**src/rtl/ysyx_24100006_mem_wb_pkg.sv**
```systemverilog
// Shared definitions for the MEM/WB stage: field widths and the packed layout
// of one buffered instruction entry.
package ysyx_24100006_mem_wb_pkg;

    localparam int XLEN     = 32;
    localparam int GPR_AW_P = 4;   // RV32E register file
    localparam int CSR_AW   = 12;

    // Field order fixes the 84-bit packing seen by the FIFO.
    typedef struct packed {
        logic                irq;
        logic                is_break;
        logic                gpr_we;
        logic [GPR_AW_P-1:0] gpr_waddr;
        logic [XLEN-1:0]     gpr_wdata;
        logic                csr_we;
        logic [CSR_AW-1:0]   csr_waddr;
        logic [XLEN-1:0]     csr_wdata;
    } entry_t;

    localparam int ENTRY_W = $bits(entry_t);

endpackage

```
**src/rtl/ysyx_24100006_skid_fifo2.sv**
```systemverilog
// Two-entry skid FIFO.
//   push/din         : write din into the tail slot (caller guarantees not_full)
//   pop              : drop the head slot (caller guarantees head_valid)
//   not_full         : registered, so upstream ready has no combinational path
//   head_*/second_*  : both slots exposed, head is the older one
module ysyx_24100006_skid_fifo2 #(
    parameter int WIDTH = 8
) (
    input  logic             clk,
    input  logic             reset,
    input  logic             push,
    input  logic [WIDTH-1:0] din,
    input  logic             pop,
    output logic             not_full,
    output logic             head_valid,
    output logic [WIDTH-1:0] head_data,
    output logic             second_valid,
    output logic [WIDTH-1:0] second_data
);

    logic [WIDTH-1:0] mem_q [2];
    logic [WIDTH-1:0] mem_d [2];
    logic [1:0]       cnt_q, cnt_d;
    logic             rd_ptr_q, rd_ptr_d;
    logic             wr_ptr_q, wr_ptr_d;
    logic             not_full_q, not_full_d;

    always_comb begin
        mem_d    = mem_q;
        cnt_d    = cnt_q;
        rd_ptr_d = rd_ptr_q;
        wr_ptr_d = wr_ptr_q;
        if (push) begin
            mem_d[wr_ptr_q] = din;
            wr_ptr_d        = ~wr_ptr_q;
        end
        if (pop) begin
            rd_ptr_d = ~rd_ptr_q;
        end
        case ({push, pop})
            2'b10:   cnt_d = cnt_q + 2'd1;
            2'b01:   cnt_d = cnt_q - 2'd1;
            default: cnt_d = cnt_q;
        endcase
        // Ready is computed from next occupancy and then flopped.
        not_full_d = (cnt_d != 2'd2);
    end

    always_ff @(posedge clk) begin
        if (reset) begin
            mem_q[0]   <= '0;
            mem_q[1]   <= '0;
            cnt_q      <= '0;
            rd_ptr_q   <= 1'b0;
            wr_ptr_q   <= 1'b0;
            not_full_q <= 1'b1;
        end else begin
            mem_q      <= mem_d;
            cnt_q      <= cnt_d;
            rd_ptr_q   <= rd_ptr_d;
            wr_ptr_q   <= wr_ptr_d;
            not_full_q <= not_full_d;
        end
    end

    assign not_full     = not_full_q;
    assign head_valid   = (cnt_q != 2'd0);
    assign second_valid = (cnt_q == 2'd2);
    assign head_data    = mem_q[rd_ptr_q];
    assign second_data  = mem_q[~rd_ptr_q];

endmodule

```
**src/rtl/ysyx_24100006_mem_wb.sv**
```systemverilog
// MEM/WB stage: buffers finished instructions in a 2-entry skid FIFO, retires
// the head to the GPR/CSR write ports when fetch accepts the retire handshake,
// exports both buffered GPR writes for forwarding, and freezes after ebreak.
//   in_*      : entry offered by the memory stage (valid/ready)
//   commit_*  : retire handshake with fetch (commit_valid is same-cycle)
//   gpr_*/csr_* : register-file / CSR-file write ports
//   fw0_*/fw1_* : older / younger buffered GPR write
//   halted, retire_cnt : status
module ysyx_24100006_mem_wb
    import ysyx_24100006_mem_wb_pkg::*;
#(
    parameter int CNT_W  = 32,
    parameter int GPR_AW = GPR_AW_P
) (
    input  logic              clk,
    input  logic              reset,
    input  logic              in_valid,
    output logic              in_ready,
    input  logic              in_irq,
    input  logic              in_is_break,
    input  logic              in_gpr_we,
    input  logic [GPR_AW-1:0] in_gpr_waddr,
    input  logic [31:0]       in_gpr_wdata,
    input  logic              in_csr_we,
    input  logic [11:0]       in_csr_waddr,
    input  logic [31:0]       in_csr_wdata,
    input  logic              commit_ready,
    output logic              commit_valid,
    output logic              commit_irq,
    output logic              gpr_wen,
    output logic [GPR_AW-1:0] gpr_waddr,
    output logic [31:0]       gpr_wdata,
    output logic              csr_wen,
    output logic [11:0]       csr_waddr,
    output logic [31:0]       csr_wdata,
    output logic              fw0_valid,
    output logic [GPR_AW-1:0] fw0_addr,
    output logic [31:0]       fw0_data,
    output logic              fw1_valid,
    output logic [GPR_AW-1:0] fw1_addr,
    output logic [31:0]       fw1_data,
    output logic              halted,
    output logic [CNT_W-1:0]  retire_cnt
);

    entry_t               in_entry, head, second;
    logic [ENTRY_W-1:0]   head_raw, second_raw;
    logic                 fifo_nf, head_vld, second_vld, push;
    logic                 halted_q, halted_d;
    logic [CNT_W-1:0]     retire_cnt_q, retire_cnt_d;
    logic                 head_vis, second_vis;

    always_comb begin
        in_entry           = '0;
        in_entry.irq       = in_irq;
        in_entry.is_break  = in_is_break;
        in_entry.gpr_we    = in_gpr_we;
        in_entry.gpr_waddr = in_gpr_waddr;
        in_entry.gpr_wdata = in_gpr_wdata;
        in_entry.csr_we    = in_csr_we;
        in_entry.csr_waddr = in_csr_waddr;
        in_entry.csr_wdata = in_csr_wdata;
    end

    assign in_ready = fifo_nf & ~halted_q;
    assign push     = in_valid & in_ready;

    ysyx_24100006_skid_fifo2 #(.WIDTH(ENTRY_W)) u_fifo (
        .clk          (clk),
        .reset        (reset),
        .push         (push),
        .din          (in_entry),
        .pop          (commit_valid),
        .not_full     (fifo_nf),
        .head_valid   (head_vld),
        .head_data    (head_raw),
        .second_valid (second_vld),
        .second_data  (second_raw)
    );

    assign head   = entry_t'(head_raw);
    assign second = entry_t'(second_raw);

    // Reset gates the visible outputs so nothing buffered leaks out while the
    // flops are being cleared.
    assign head_vis   = head_vld & ~reset;
    assign second_vis = second_vld & ~reset;

    assign commit_valid = head_vis & commit_ready & ~halted_q;
    assign commit_irq   = commit_valid & head.irq;

    assign gpr_wen   = commit_valid & head.gpr_we & (head.gpr_waddr != '0);
    assign gpr_waddr = head_vis ? head.gpr_waddr : '0;
    assign gpr_wdata = head_vis ? head.gpr_wdata : '0;
    assign csr_wen   = commit_valid & head.csr_we;
    assign csr_waddr = head_vis ? head.csr_waddr : '0;
    assign csr_wdata = head_vis ? head.csr_wdata : '0;

    assign fw0_valid = head_vis & head.gpr_we & (head.gpr_waddr != '0);
    assign fw0_addr  = head_vis ? head.gpr_waddr : '0;
    assign fw0_data  = head_vis ? head.gpr_wdata : '0;
    assign fw1_valid = second_vis & second.gpr_we & (second.gpr_waddr != '0);
    assign fw1_addr  = second_vis ? second.gpr_waddr : '0;
    assign fw1_data  = second_vis ? second.gpr_wdata : '0;

    always_comb begin
        halted_d     = halted_q | (commit_valid & head.is_break);
        retire_cnt_d = retire_cnt_q + (commit_valid ? CNT_W'(1) : CNT_W'(0));
    end

    always_ff @(posedge clk) begin
        if (reset) begin
            halted_q     <= 1'b0;
            retire_cnt_q <= '0;
        end else begin
            halted_q     <= halted_d;
            retire_cnt_q <= retire_cnt_d;
        end
    end

    assign halted     = halted_q;
    assign retire_cnt = retire_cnt_q;

endmodule
```
**config.mk**
```make
export PLATFORM = sky130hd
export DESIGN_NAME = ysyx_24100006_mem_wb
export DESIGN_NICKNAME = d
export VERILOG_FILES = /design/src/rtl/ysyx_24100006_mem_wb_pkg.sv /design/src/rtl/ysyx_24100006_skid_fifo2.sv /design/src/rtl/ysyx_24100006_mem_wb.sv
export SDC_FILE = /design/constraint.sdc
export NUM_CORES = 1
export LEC_CHECK = 0
export BUFFER_PORTS_ARGS = -buffer_cell sky130_fd_sc_hd__buf_2
export CAP_MARGIN = 20
export CORE_ASPECT_RATIO = 1.5
export CORE_MARGIN = 3
export CORE_UTILIZATION = 52
export CTS_CLUSTER_DIAMETER = 40
export CTS_CLUSTER_SIZE = 24
export DETAILED_ROUTE_END_ITERATION = 10
export PLACE_DENSITY = 0.8
export SLEW_MARGIN = 0
export SYNTH_ARGS = -nofsm -noshare
export SYNTH_HDL_FRONTEND = slang
export SYNTH_SLANG_ARGS = --single-unit
```
**constraint.sdc**
```tcl
create_clock -name clk -period 4.5 [get_ports clk]
set_input_delay 0.9 -clock clk [delete_from_list [all_inputs] [get_ports clk]]
set_output_delay 0.9 -clock clk [all_outputs]
set_load 0.005 [all_outputs]
```
* Yosys cells after proc, flatten, opt, wreduce, memory -nomap -nowiden
Index checks and enable logic that the tools add are counted.
Storage, ports and cells: register bits 206, input bits 88, output and inout bits 192, logic and storage cells 63
Operators by class: add/sub/neg operators 3, order comparisons 4, eq/ne operators 4, muxes and demuxes 17, bitwise operators 23, reduce and logical (&&, ||, !) cells 4
Operator list (number):
- $mux W84 | 4
- $mux W82 | 3
- $bwmux W168 | 1
- $mux W32 | 3
- $demux W84 S1 | 1
- $add A32 B1 Y32 | 1
- $and A1 B1 Y1 | 15
- $mux W12 | 1
- $mux W4 | 2
- $reduce_bool A4 Y1 | 2
- $ge A2 B2 Y1 const B | 3
- $not A1 Y2 | 3
- $eq A2 B2 Y1 const B | 2
- $not A1 Y1 | 4
- $pmux W2 S2 | 1
- $add A2 B1 Y2 const B | 1
- $eq A2 B1 Y1 const B | 1
- $lt A2 B1 Y1 const B | 1
- $ne A2 B2 Y1 const B | 1
- $reduce_bool A2 Y1 | 1
- $sub A2 B1 Y2 const B | 1
- $logic_and A1 B1 Y1 | 1
- $mux W1 | 1
- $or A1 B1 Y1 | 1

* Longest topological paths before layout
Gate-level depths: netlist of run 1.
depth in word-level cells 7, depth in mapped cells 11

* Cells and area by module
Synthesis of run 1 repeated with hierarchy kept, for this count alone.
Unflattened totals: cell total of the unflattened synthesis 1293, area total of the unflattened synthesis 10591.4 sq um
By module, submodules not included:
- ysyx_24100006_skid_fifo2 | instances 1, cells each 941, area each 7971.4 sq um, seq. area each 3463.3 sq um
- ysyx_24100006_mem_wb | instances 1, cells each 352, area each 2620.0 sq um, seq. area each 660.6 sq um

* Least setup slack after synthesis of run 1
OpenSTA, ideal clock, no wires.
path kind in2reg, start input port reset, end register retire_cnt_q[30], in the netlist retire_cnt[30], library setup time 70 ps, data arrival time 3403 ps, setup slack 1026 ps, stages on the path 11, buffers on the path 2, cells stage by stage o21bai_1 -> or3b_2 -> clkbuf_1 -> inv_1 -> ha_1 -> ha_1 -> and4_1 -> nand3_1 -> clkbuf_1 -> or4b_2 -> a21oi_1
Between the ends: cells in the longest elaborated chain, start to end 6
Ends and longest elaborated chain:
- start: declaration | line ysyx_24100006_mem_wb.sv:16 | input logic reset,
- $not A1 Y1 | line ysyx_24100006_mem_wb.sv:86 | assign head_vis = head_vld & ~reset;
- $and A1 B1 Y1 | line ysyx_24100006_mem_wb.sv:86
- $and A1 B1 Y1 (2 in a row) | line ysyx_24100006_mem_wb.sv:89 | assign commit_valid = head_vis & commit_ready & ~halted_q;
- named net commit_valid | line ysyx_24100006_mem_wb.sv:28 | output logic commit_valid,
- $mux W1 | line ysyx_24100006_mem_wb.sv:108 | retire_cnt_d = retire_cnt_q + (commit_valid ? CNT_W'(1) : CNT_W'(0));
- $add A32 B1 Y32 | line ysyx_24100006_mem_wb.sv:108
- end signal: assignment | line ysyx_24100006_mem_wb.sv:117 | retire_cnt_q <= retire_cnt_d;
- end: declaration | line ysyx_24100006_mem_wb.sv:50 | logic [CNT_W-1:0] retire_cnt_q, retire_cnt_d;
The timed path passes the listed nets, and every way through them passes these cells. A chain may end at the register's enable or synchronous reset.

* Final worst setup path of run 1
start input port reset, end register retire_cnt_q[30], in the netlist retire_cnt[30]
Between the ends: cells in the longest elaborated chain, start to end 6
Ends and longest elaborated chain (line):
- $not A1 Y1 | ysyx_24100006_mem_wb.sv:86
- $and A1 B1 Y1 | ysyx_24100006_mem_wb.sv:86
- $and A1 B1 Y1 (2 in a row) | ysyx_24100006_mem_wb.sv:89
- $mux W1 | ysyx_24100006_mem_wb.sv:108
- $add A32 B1 Y32 | ysyx_24100006_mem_wb.sv:108
Parallel ways exist; a longest one is shown, timed or not.

==> results of run 1 <==
==> power groups by stage <==
stage               Combinational (uW)  Sequential (uW)  Clock [uW]
floorplan                          595             2050           0
global placement                   790             2100           0
detailed placement                 804             2100           0
CTS                                808             2060        1730
global route                       886             2080        1800
finish                             799             2060        1690
==> synth_stat cells <==
library cell	instances
a21oi_1	189
a31o_2	1
a31oi_1	1
and2_1	1
and4_1	6
and4_2	1
buf_1	21
buf_4	36
buf_6	1
clkbuf_1	70
dfxtp_1	206
ha_1	3
inv_1	9
mux2_2	2
mux2i_1	119
nand2_1	349
nand3_1	12
nand3_2	1
nand3b_1	1
nand4_1	5
nand4_2	1
nor2_1	139
nor2b_1	6
nor3_1	2
nor3b_1	1
nor4_1	2
o21ai_0	8
o21bai_1	1
o31ai_1	10
o41ai_1	3
or3_1	5
or3_2	3
or3b_2	2
or4_1	12
or4_4	1
or4b_2	2
xnor2_1	6
xor2_1	6
==> per-stage QoR <==
stage                     instance area, um2  instances  power [uW]  setup slack, ns
after global placement                 10700       1622        2890            0.622
after CTS                              11400       1654        4590            0.989
after floorplan                         9530       1244        2650             1.03
after global routing                   11400       1656        4760            0.781
after detailed placement               10700       1622        2910            0.527
final                                  11400       1657        4550             1.02
==> worst min-delay path, stage by stage, from the launching register on <==
cell	delay, ns
dfxtp_1	0.31
nand2_1	0.05
a21oi_1	0.05
==> cell usage in the layout (no fill, tap or decap), types with 5 or more instances in the layout <==
cell type and count:
a21oi_1 189, dfxtp_1 205, nand2_1 349, nand4_1 5, inv_1 9, nand3_1 10, inv_6 5, xor2_1 6
buf_2 278, and4_1 6, nor2b_1 6, buf_4 9, o21ai_0 8, or4_1 12, xnor2_1 6, o31ai_1 10
clkbuf_16 19, mux2i_1 119, nor2_1 137, or3_1 5
==> path summary, 6_finish.rpt <==
path | slack [ns] | to | from | cells after the start
max | 1.02 | retire_cnt[30]$_SDFF_PP0_ | reset | 10
max reg2reg | 1.27 | retire_cnt[30]$_SDFF_PP0_ | u_fifo.cnt_q[0]$_SDFF_PP0_ | 9
min | 0.45 | u_fifo.mem_q[92]$_SDFFE_PP0P_ | u_fifo.mem_q[92]$_SDFFE_PP0P_ | 2
min reg2reg | 0.45 | u_fifo.mem_q[92]$_SDFFE_PP0P_ | u_fifo.mem_q[92]$_SDFFE_PP0P_ | 2
==> sequential cells by signal, summed over array words and instances, names as in the netlist <==
register and count:
u_fifo.cnt_q 2, u_fifo.mem_q 168, u_fifo.wr_ptr_q 1, retire_cnt 32
halted 1, u_fifo.rd_ptr_q 1, u_fifo.not_full 1
==> per-layer routing <==
layer | GRT usage | up-vias | wire (um)
met5 | 0 | - | 7
met4 | 0.101 | 2 | 923
met3 | 0.0391 | 63 | 1440
met2 | 0.452 | 276 | 13400
met1 | 0.263 | 4234 | 10100
li1 | - | 4459 | -
==> cell type report <==
cell class	count	area, um2
diodes	3	7.51
repair buffers	289	1490
flip-flops and latches	206	4130
fillers	1590	6570
clock inverters	12	164
inverters	9	33.8
clock buffers	20	479
well taps	217	272
multi-input cells	901	4800
==> kinds of logic (layout without fill, tap and decap cells) <==
group / count (synthesis) / count (layout) / share of synthesized area
simple gates: 552 / 552 / 0.239
compound gates: 213 / 213 / 0.116
flops: 206 / 206 / 0.433
buf+inv: 137 / 330 / 0.0689
mux: 121 / 121 / 0.127
xor+xnor: 12 / 12 / 0.0110
fa+ha+maj: 3 / 3 / 0.00394
other cells: 0 / 3 / 0
==> results.json, run 1 <==
{
  "ir_worst_vdd_mv": 0.317,
  "synth_area_per_cell_um2": 7.66,
  "die_h_um": 172,
  "placementRows": 60,
  "fmax_ghz": 0.287,
  "slowest_delay_ns": 0.71,
  "die_area_mm2": 0.0200,
  "end_kind": "flip-flop",
  "gp_congestion": 0.774,
  "port_buffers": 279,
  "num_vias": 9034,
  "arrival_ns": 3.90,
  "path_buf_inv": 2,
  "grt_util_all_layers": 0.241,
  "crit_type": "in2reg",
  "initial_core_util": 0.531,
  "hold_class": "reg2reg",
  "cts_resized": 0,
  "syn2layout_area_growth_pct": 19.4,
  "drc": 0,
  "fp.dieW_um": 117,
  "synth_top_area_frac": 0.433,
  "syn-cell-area_mm2": 0.00953,
  "worstMarginPinSlew_ns": 1.06,
  "rsz0062_at_grt": "no",
  "switchingPower_uw": 1340,
  "p_seq_frac": 0.453,
  "yosys.area.top_type": "dfxtp_1",
  "yosysUniqueCellTypes": 38,
  "vias_per_cell": 5.45,
  "hpwl_um": 16400,
  "worstSetupStartpointType": "input port",
  "cts.hold.buffers_added": 0,
  "worstSkewPairLatency_ns": 0.48,
  "wl_per_cell_um": 15.6,
  "syn_inst": 1244,
  "synth.area.top_cells": "dfxtp_1 (43%), nand2_1 (14%), mux2i_1 (13%), a21oi_1 (9.9%), nor2_1 (5.5%)",
  "critPathMaxFanout": 30,
  "ant_nets": 0,
  "grt_pass1_vias": 8274,
  "post-cts-setup-buffer-count": 0,
  "p_leak_uw": 0.00454,
  "numCtsBuffers": 19,
  "netSwitchingFraction": 0.294,
  "fin_setup_tns_ns": 0,
  "drive_above_1_share": 0.237,
  "first_iter_violations": 582,
  "critPathTopFamily": "simple AND/OR/NAND/NOR gates",
  "final_util": 0.634,
  "ys_seq_elements": 206,
  "synth-seq-area-share": 0.433,
  "cts_root_buf": "clkbuf_16",
  "grt_max_degree": 102,
  "whs_ns": 0.452,
  "maxSlewViolCount": 0,
  "max-cap-violations": 0,
  "crit_top_cell": "ha_1",
  "antenna_found_initial": 3,
  "nNetsFinal": 1517,
  "crit_slowest_cell": "or4b_2",
  "fin_crit_sh": 0.774,
  "dr.pass1.iters": 5,
  "h-tree-depth": 1,
  "cts.path.max_buffers": 3,
  "routed_wl_um": 25900,
  "syn_nets": 1335,
  "fp.coreArea_mm2": 0.0179,
  "cts_sinks": 206,
  "p_comb_frac": 0.176,
  "cts_tree": "built",
  "intPower_uw": 3210,
  "final-setup-viol-count": 0,
  "fin_skew_ns": 0.0194,
  "clockPowerShare": 0.371,
  "status": "finished clean",
  "pin_count": 280,
  "slew_headroom": 0.294,
  "power.density_mw_per_mm2": 400,
  "overflow": 0,
  "fin_crit_ns": 3.48,
  "path_clk_slew_ns": 0.07,
  "grt_pass1_wl_um": 39700,
  "hold_viol": 0,
  "ys.warnings.count": 0,
  "path_cells": "buf_6, o21bai_4, or3b_2, inv_1, ha_1, ha_1, and4_1, nand3_1, or4b_2, a21oi_1",
  "cp.required_ns": 4.92
}
Power figures use the tool's default switching activity.
==> run 2, diff against run 1 <==
==> constraint.sdc (replaced) <==
create_clock -name clk -period 3.46 [get_ports clk]
set_input_delay 0.692 -clock clk [delete_from_list [all_inputs] [get_ports clk]]
set_output_delay 0.692 -clock clk [all_outputs]
set_load 0.005 [all_outputs]
==> run 2 against run 1 <==
Via count up 0.33%. Combinational power up 34%. Hold slack worse by 0.0061 ns. Routed wire length down 0.85%. Critical path type is now reg2reg. Critical endpoint unchanged. Largest power group unchanged.
==> results.json, run 2 (synthesized netlist as in run 1, its figures left out) <==
{
  "dr.pass1.iters": 5,
  "first_iter_violations": 656,
  "vias_per_cell": 5.46,
  "largest-register": "u_fifo.mem_q",
  "die_area_mm2": 0.0200,
  "antenna_found_initial": 2,
  "max-cap-violations": 0,
  "fill_cells": 1572,
  "drc": 0,
  "worstSetupStartpointType": "flip-flop",
  "path_buf_inv": 1,
  "grt_max_degree": 208,
  "fin_crit_ns": 3.06,
  "fp.dieW_um": 117,
  "power.density_mw_per_mm2": 529,
  "worstMarginPinSlew_ns": 1.05,
  "fin_skew_ns": 0.0118,
  "pin_count": 280,
  "post-cts-setup-buffer-count": 0,
  "slowest_delay_ns": 0.71,
  "cts_resized": 0,
  "setup_ws_ns": 0.400,
  "wl_per_cell_um": 15.5,
  "p_total_uw": 6090,
  "port_buffers": 279,
  "crit_top_cell": "ha_1",
  "whs_ns": 0.446,
  "final_util": 0.642,
  "end_kind": "flip-flop",
  "ant_nets": 0,
  "hold_viol": 0,
  "path_cells": "o21bai_4, or3b_2, inv_1, ha_1, ha_1, and4_1, nand3_1, or4b_2, a21oi_1",
  "drive_above_1_share": 0.240,
  "fin_crit_sh": 0.884,
  "routed_wl_um": 25700,
  "syn2layout_area_growth_pct": 20.8,
  "cts_root_buf": "clkbuf_16",
  "rsz0062_at_grt": "no",
  "critPathTopFamily": "simple AND/OR/NAND/NOR gates",
  "final-setup-viol-count": 0,
  "grt_util_all_layers": 0.242,
  "overflow": 0,
  "cp.required_ns": 3.87,
  "gp_congestion": 0.787,
  "fp.coreArea_mm2": 0.0179,
  "placementRows": 60,
  "critPathMaxFanout": 12,
  "h-tree-depth": 1,
  "initial_core_util": 0.531,
  "crit_type": "reg2reg",
  "p_leak_uw": 0.00461,
  "path_clk_slew_ns": 0.08,
  "final_cell_mix": "nand2_1 (349), buf_2 (278), dfxtp_1 (205)",
  "ir_worst_vdd_mv": 0.435,
  "fmax_ghz": 0.327,
  "worstSkewPairLatency_ns": 0.48,
  "hold_class": "in2reg",
  "hpwl_um": 16500,
  "cts.path.max_buffers": 3,
  "grt_pass1_wl_um": 40200,
  "crit_slowest_cell": "or4b_2",
  "cts.hold.buffers_added": 0,
  "status": "finished clean",
  "post-place-ws_ns": -0.00655,
  "grt_pass1_vias": 8365,
  "cts_tree": "built",
  "nNetsFinal": 1521,
  "final_common_cell": "nand2_1",
  "slew_headroom": 0.299,
  "largest_register_ffs": 168,
  "num_vias": 9064,
  "die_h_um": 172,
  "maxSlewViolCount": 0,
  "cts_sinks": 206,
  "numCtsBuffers": 19,
  "arrival_ns": 3.47
}
## run 2: cell types whose count changed in the layout (fill, tap and decap cells not counted), sizes merged
cell    before  now
buf        289  293
bufinv       3    4
clkbuf      20   19
clkinv       3    4
diode        3    2
## run 2: report_power, final
part | switching (uW) | total (uW) | internal, uW
clock | 997 | 2350 | 1360
combinational | 671 | 1070 | 400
sequential | 130 | 2670 | 2540
total | 1800 | 6090 | 4300
## run 2: path summary, 6_finish.rpt
check        depth (start not counted)                       endpoint                           from  slack, ns
max                                  9      retire_cnt[30]$_SDFF_PP0_     u_fifo.cnt_q[0]$_SDFF_PP0_       0.40
min                                  3   u_fifo.mem_q[8]$_SDFFE_PP0P_                in_csr_wdata[8]       0.45
max reg2reg                          9      retire_cnt[30]$_SDFF_PP0_     u_fifo.cnt_q[0]$_SDFF_PP0_       0.40
min reg2reg                          2  u_fifo.mem_q[91]$_SDFFE_PP0P_  u_fifo.mem_q[91]$_SDFFE_PP0P_       0.45
## run 2: per-layer routing
layer / part of all wire / GRT usage / up-vias
met4: 0.028 / 0.0833 / 2
met5: 0.00027 / 0 / -
met1: 0.39 / 0.276 / 4250
met3: 0.057 / 0.0331 / 46
li1: - / - / 4460
met2: 0.52 / 0.455 / 306
## run 2: area by class of cell
| type | count | area, um2 | share of cell area |
|---|---|---|---|
| flip-flops and latches | 206 | 4130 | 0.358 |
| diodes | 2 | 5.00 | 0.000435 |
| clock inverters | 14 | 231 | 0.0201 |
| clock buffers | 19 | 475 | 0.0413 |
| inverters | 9 | 33.8 | 0.00293 |
| multi-input cells | 901 | 4800 | 0.417 |
| repair buffers | 293 | 1570 | 0.136 |
| well taps | 217 | 272 | 0.0236 |
## run 2: worst reg2reg max path: stages, from the launching register on
cell      delay [ns]
dfxtp_1         0.44
o21bai_4        0.09
or3b_2          0.47
inv_1           0.10
ha_1            0.23
ha_1            0.19
and4_1          0.29
nand3_1         0.33
or4b_2          0.71
a21oi_1         0.15
## run 2: stage by stage
| stage | area [um2] | setup TNS, ns | cells |
|---|---|---|---|
| floorplan | 9530 | 0 | 1244 |
| global placement | 10800 | 0 | 1626 |
| detailed placement | 10800 | -0.0112 | 1626 |
| CTS | 11500 | 0 | 1659 |
| global route | 11500 | 0 | 1660 |
| finish | 11500 | 0 | 1661 |
==> run 3, diff against run 2 <==
--- a/config.mk
+++ b/config.mk
@@ -5,15 +5,16 @@
 export SDC_FILE = /design/constraint.sdc
 export NUM_CORES = 1
 export LEC_CHECK = 0
+export ABC_AREA = 1
 export BUFFER_PORTS_ARGS = -buffer_cell sky130_fd_sc_hd__buf_2
 export CAP_MARGIN = 20
 export CORE_ASPECT_RATIO = 1.5
 export CORE_MARGIN = 3
-export CORE_UTILIZATION = 52
+export CORE_UTILIZATION = 53
 export CTS_CLUSTER_DIAMETER = 40
 export CTS_CLUSTER_SIZE = 24
 export DETAILED_ROUTE_END_ITERATION = 10
-export PLACE_DENSITY = 0.8
+export PLACE_DENSITY = 0.81
 export SLEW_MARGIN = 0
 export SYNTH_ARGS = -nofsm -noshare
 export SYNTH_HDL_FRONTEND = slang
==> run 3 against run 2 <==
Global-route usage rose by 0.33 points. Critical path type is now reg2out. Synthesized area grew 6.0%. Highest routed layer unchanged. Non-clock buffer count rose by 1. Critical path depth down 3. Core utilization increased by 0.70 points. Clock-buffer cell count rose by 4. Critical endpoint is now csr_wdata[7]. Combinational power grew 30%. Largest cell class unchanged. Fmax is 3.4% higher.
==> results.json, run 3 <==
{
  "hold_viol": 0,
  "final-setup-viol-count": 0,
  "r2r_slack_ns": 1.16,
  "post-cts-setup-buffer-count": 0,
  "p_leak_uw": 0.00572,
  "final_common_cell": "nor2_1",
  "grt_util_all_layers": 0.246,
  "ys.flop_type": "dfxtp_1",
  "path_clk_slew_ns": 0.08,
  "crit_type": "reg2out",
  "cts_sinks": 206,
  "fin_setup_tns_ns": 0,
  "largest_register_ffs": 168,
  "power.density_mw_per_mm2": 557,
  "die_h_um": 175,
  "critPathMaxFanout": 52,
  "rsz0062_at_grt": "no",
  "placed_area_mm2": 0.0112,
  "grt_pass1_vias": 9199,
  "postLayoutCellArea_mm2": 0.0121,
  "port_buffers": 279,
  "synth_edf_count": 0,
  "holdPathStages": 3,
  "drive_above_1_share": 0.231,
  "numCtsBuffers": 23,
  "gr-usage-met1": 0.286,
  "dr.pass1.iters": 7,
  "slowest_delay_ns": 0.64,
  "r2r_start": "u_fifo.cnt_q[0]$_SDFF_PP0_",
  "pin_count": 280,
  "die_area_mm2": 0.0208,
  "worstSkewPairLatency_ns": 0.52,
  "grt_pass1_wl_um": 43600,
  "worstSetupStartpointType": "flip-flop",
  "grt_max_degree": 83,
  "fmax_ghz": 0.338,
  "fin_crit_sh": 0.855,
  "drc": 0,
  "fp.coreArea_mm2": 0.0186,
  "final_cell_mix": "nor2_1 (294), buf_2 (279), dfxtp_1 (205)",
  "num_vias": 10100,
  "cp.required_ns": 2.77,
  "end_kind": "output pin",
  "synth.area.top_cells": "dfxtp_1 (41%), nor2_1 (11%), nand2_1 (7.3%), o21ai_1 (7.2%), inv_1 (6.3%)",
  "slew_headroom": 0.351,
  "r2r_cells": 13,
  "hold_class": "in2reg",
  "cp-startpoint": "u_fifo.rd_ptr_q$_SDFFE_PP0P_",
  "syn-cell-area_mm2": 0.0101,
  "cts_tree": "built",
  "ys.warnings.count": 0,
  "vias_per_cell": 5.22,
  "yosysUniqueCellTypes": 31,
  "wl_per_cell_um": 14.1,
  "arrival_ns": 2.27,
  "syn2layout_area_growth_pct": 19.6,
  "path_cells": "inv_4, buf_12, o21ai_0, nand2_1, inv_1, buf_2",
  "syn_nets": 1558,
  "hp-start": "in_gpr_wdata[11]",
  "crit_slowest_cell": "dfxtp_2",
  "synth_common_cells": "nor2_1 (294), dfxtp_1 (206), nand2_1 (196)",
  "worstMarginPinSlew_ns": 0.973,
  "synth-seq-area-share": 0.408,
  "nNetsFinal": 1744,
  "placementRows": 61,
  "largest-register": "u_fifo.mem_q",
  "status": "finished clean",
  "cts.path.max_buffers": 3,
  "overflow": 0,
  "fin_crit_ns": 2.96,
  "ys_seq_elements": 206,
  "synth_area_per_cell_um2": 6.88,
  "ant_nets": 0,
  "cts_root_buf": "clkbuf_16",
  "fin_skew_ns": 0.0159,
  "syn_inst": 1467,
  "ir_worst_vdd_mv": 0.492,
  "use_met2": 0.448,
  "h-tree-depth": 1,
  "synth_top_area_frac": 0.408,
  "yosys.area.top_type": "dfxtp_1",
  "max-cap-violations": 0,
  "yosysMostFrequentCell": "nor2_1",
  "hpwl_um": 18600,
  "initial_core_util": 0.542,
  "maxSlewViolCount": 0,
  "cts.hold.buffers_added": 0,
  "fp.dieW_um": 119,
  "busiest_layer": "met2",
  "rr_endpoint": "retire_cnt[26]$_SDFF_PP0_",
  "first_iter_violations": 642,
  "antenna_found_initial": 4,
  "async_reset_ff_frac": 0,
  "use_met3": 0.0450,
  "gp_congestion": 0.908,
  "cts_resized": 0,
  "routed_wl_um": 27100,
  "hold_path_end": "u_fifo.mem_q[140]$_SDFFE_PP0P_"
}
## run 3: cell types whose count changed in the layout (fill, tap and decap cells not counted), moves of 7 or more
| cell | change |
|---|---|
| a211oi_1 | +38 |
| a211oi_2 | +24 |
| a21oi_1 | -73 |
| inv_1 | +160 |
| mux2i_1 | -119 |
| nand2_1 | -153 |
| nand3_1 | +7 |
| nor2_1 | +157 |
| nor2_2 | +7 |
| o21ai_0 | +75 |
| o21ai_1 | +146 |
| o31ai_1 | -10 |
| or4_1 | -12 |
## run 3: kinds of logic (layout without fill, tap and decap cells)
kind of cell	after synthesis	count (layout)	share of synthesized area
buf+inv	310	513	0.144
compound gates	412	412	0.233
xor+xnor	5	5	0.00434
fa+ha+maj	3	3	0.00372
flops	206	206	0.408
other cells	0	3	0
simple gates	531	531	0.207
## run 3: how the worst max path moves through the flow
| stage | endpoint | slack, ns | depth (start not counted) |
|---|---|---|---|
| 2_1_floorplan | retire_cnt[26]$_SDFF_PP0_ | 1.01 | 14 |
| 3_3_place_gp | retire_cnt[26]$_SDFF_PP0_ | 0.82 | 13 |
| 3_5_place_dp | retire_cnt[26]$_SDFF_PP0_ | 0.79 | 13 |
| 4_1_cts | csr_wdata[7] | 0.46 | 6 |
| 5_1_grt | csr_waddr[3] | 0.32 | 6 |
| 6_report | csr_wdata[7] | 0.50 | 6 |
## run 3: critical path, delay by kind of cell, from the launching register on
kind | cells | cell delay [ns]
AOI/OAI and AO/OA | 1 | 0.24
DFF | 1 | 0.64
buffers and inverters | 4 | 0.72
and+or+nand+nor | 1 | 0.08
## run 3: power breakdown
group | leakage, uW | internal [uW] | total, uW | switching, uW
clock network | 0.000399 | 1350 | 2560 | 1220
registers | 0.00169 | 2630 | 2780 | 145
logic | 0.00363 | 471 | 1390 | 922
## run 3: area by class of cell
cell class,count,area (um2)
diodes,3,7.51
clock buffers,23,576
clock inverters,19,259
fillers,1735,6540
inverters,177,669
multi-input cells,951,4550
flip-flops and latches,206,4130
well taps,252,315
repair buffers,294,1580
## run 3: metrics by stage
stage                      util  std cells  hold slack, ns  power, uW  setup slack (ns)
after CTS                 0.648       1922           0.386       6800             0.455
after global placement    0.604       1880           0.432       4180             0.823
after detailed placement  0.604       1880           0.438       4220             0.793
after global routing      0.649       1924           0.404       7070             0.315
final                     0.649       1925           0.403       6740             0.500
after floorplan               -       1467           0.424       3850              1.01
## run 3: layer usage
layer | vias up | part of all wire
met2 | 348 | 0.50
li1 | 5044 | -
met4 | 4 | 0.033
met3 | 66 | 0.066
met1 | 4592 | 0.40
met5 | - | 0.00078
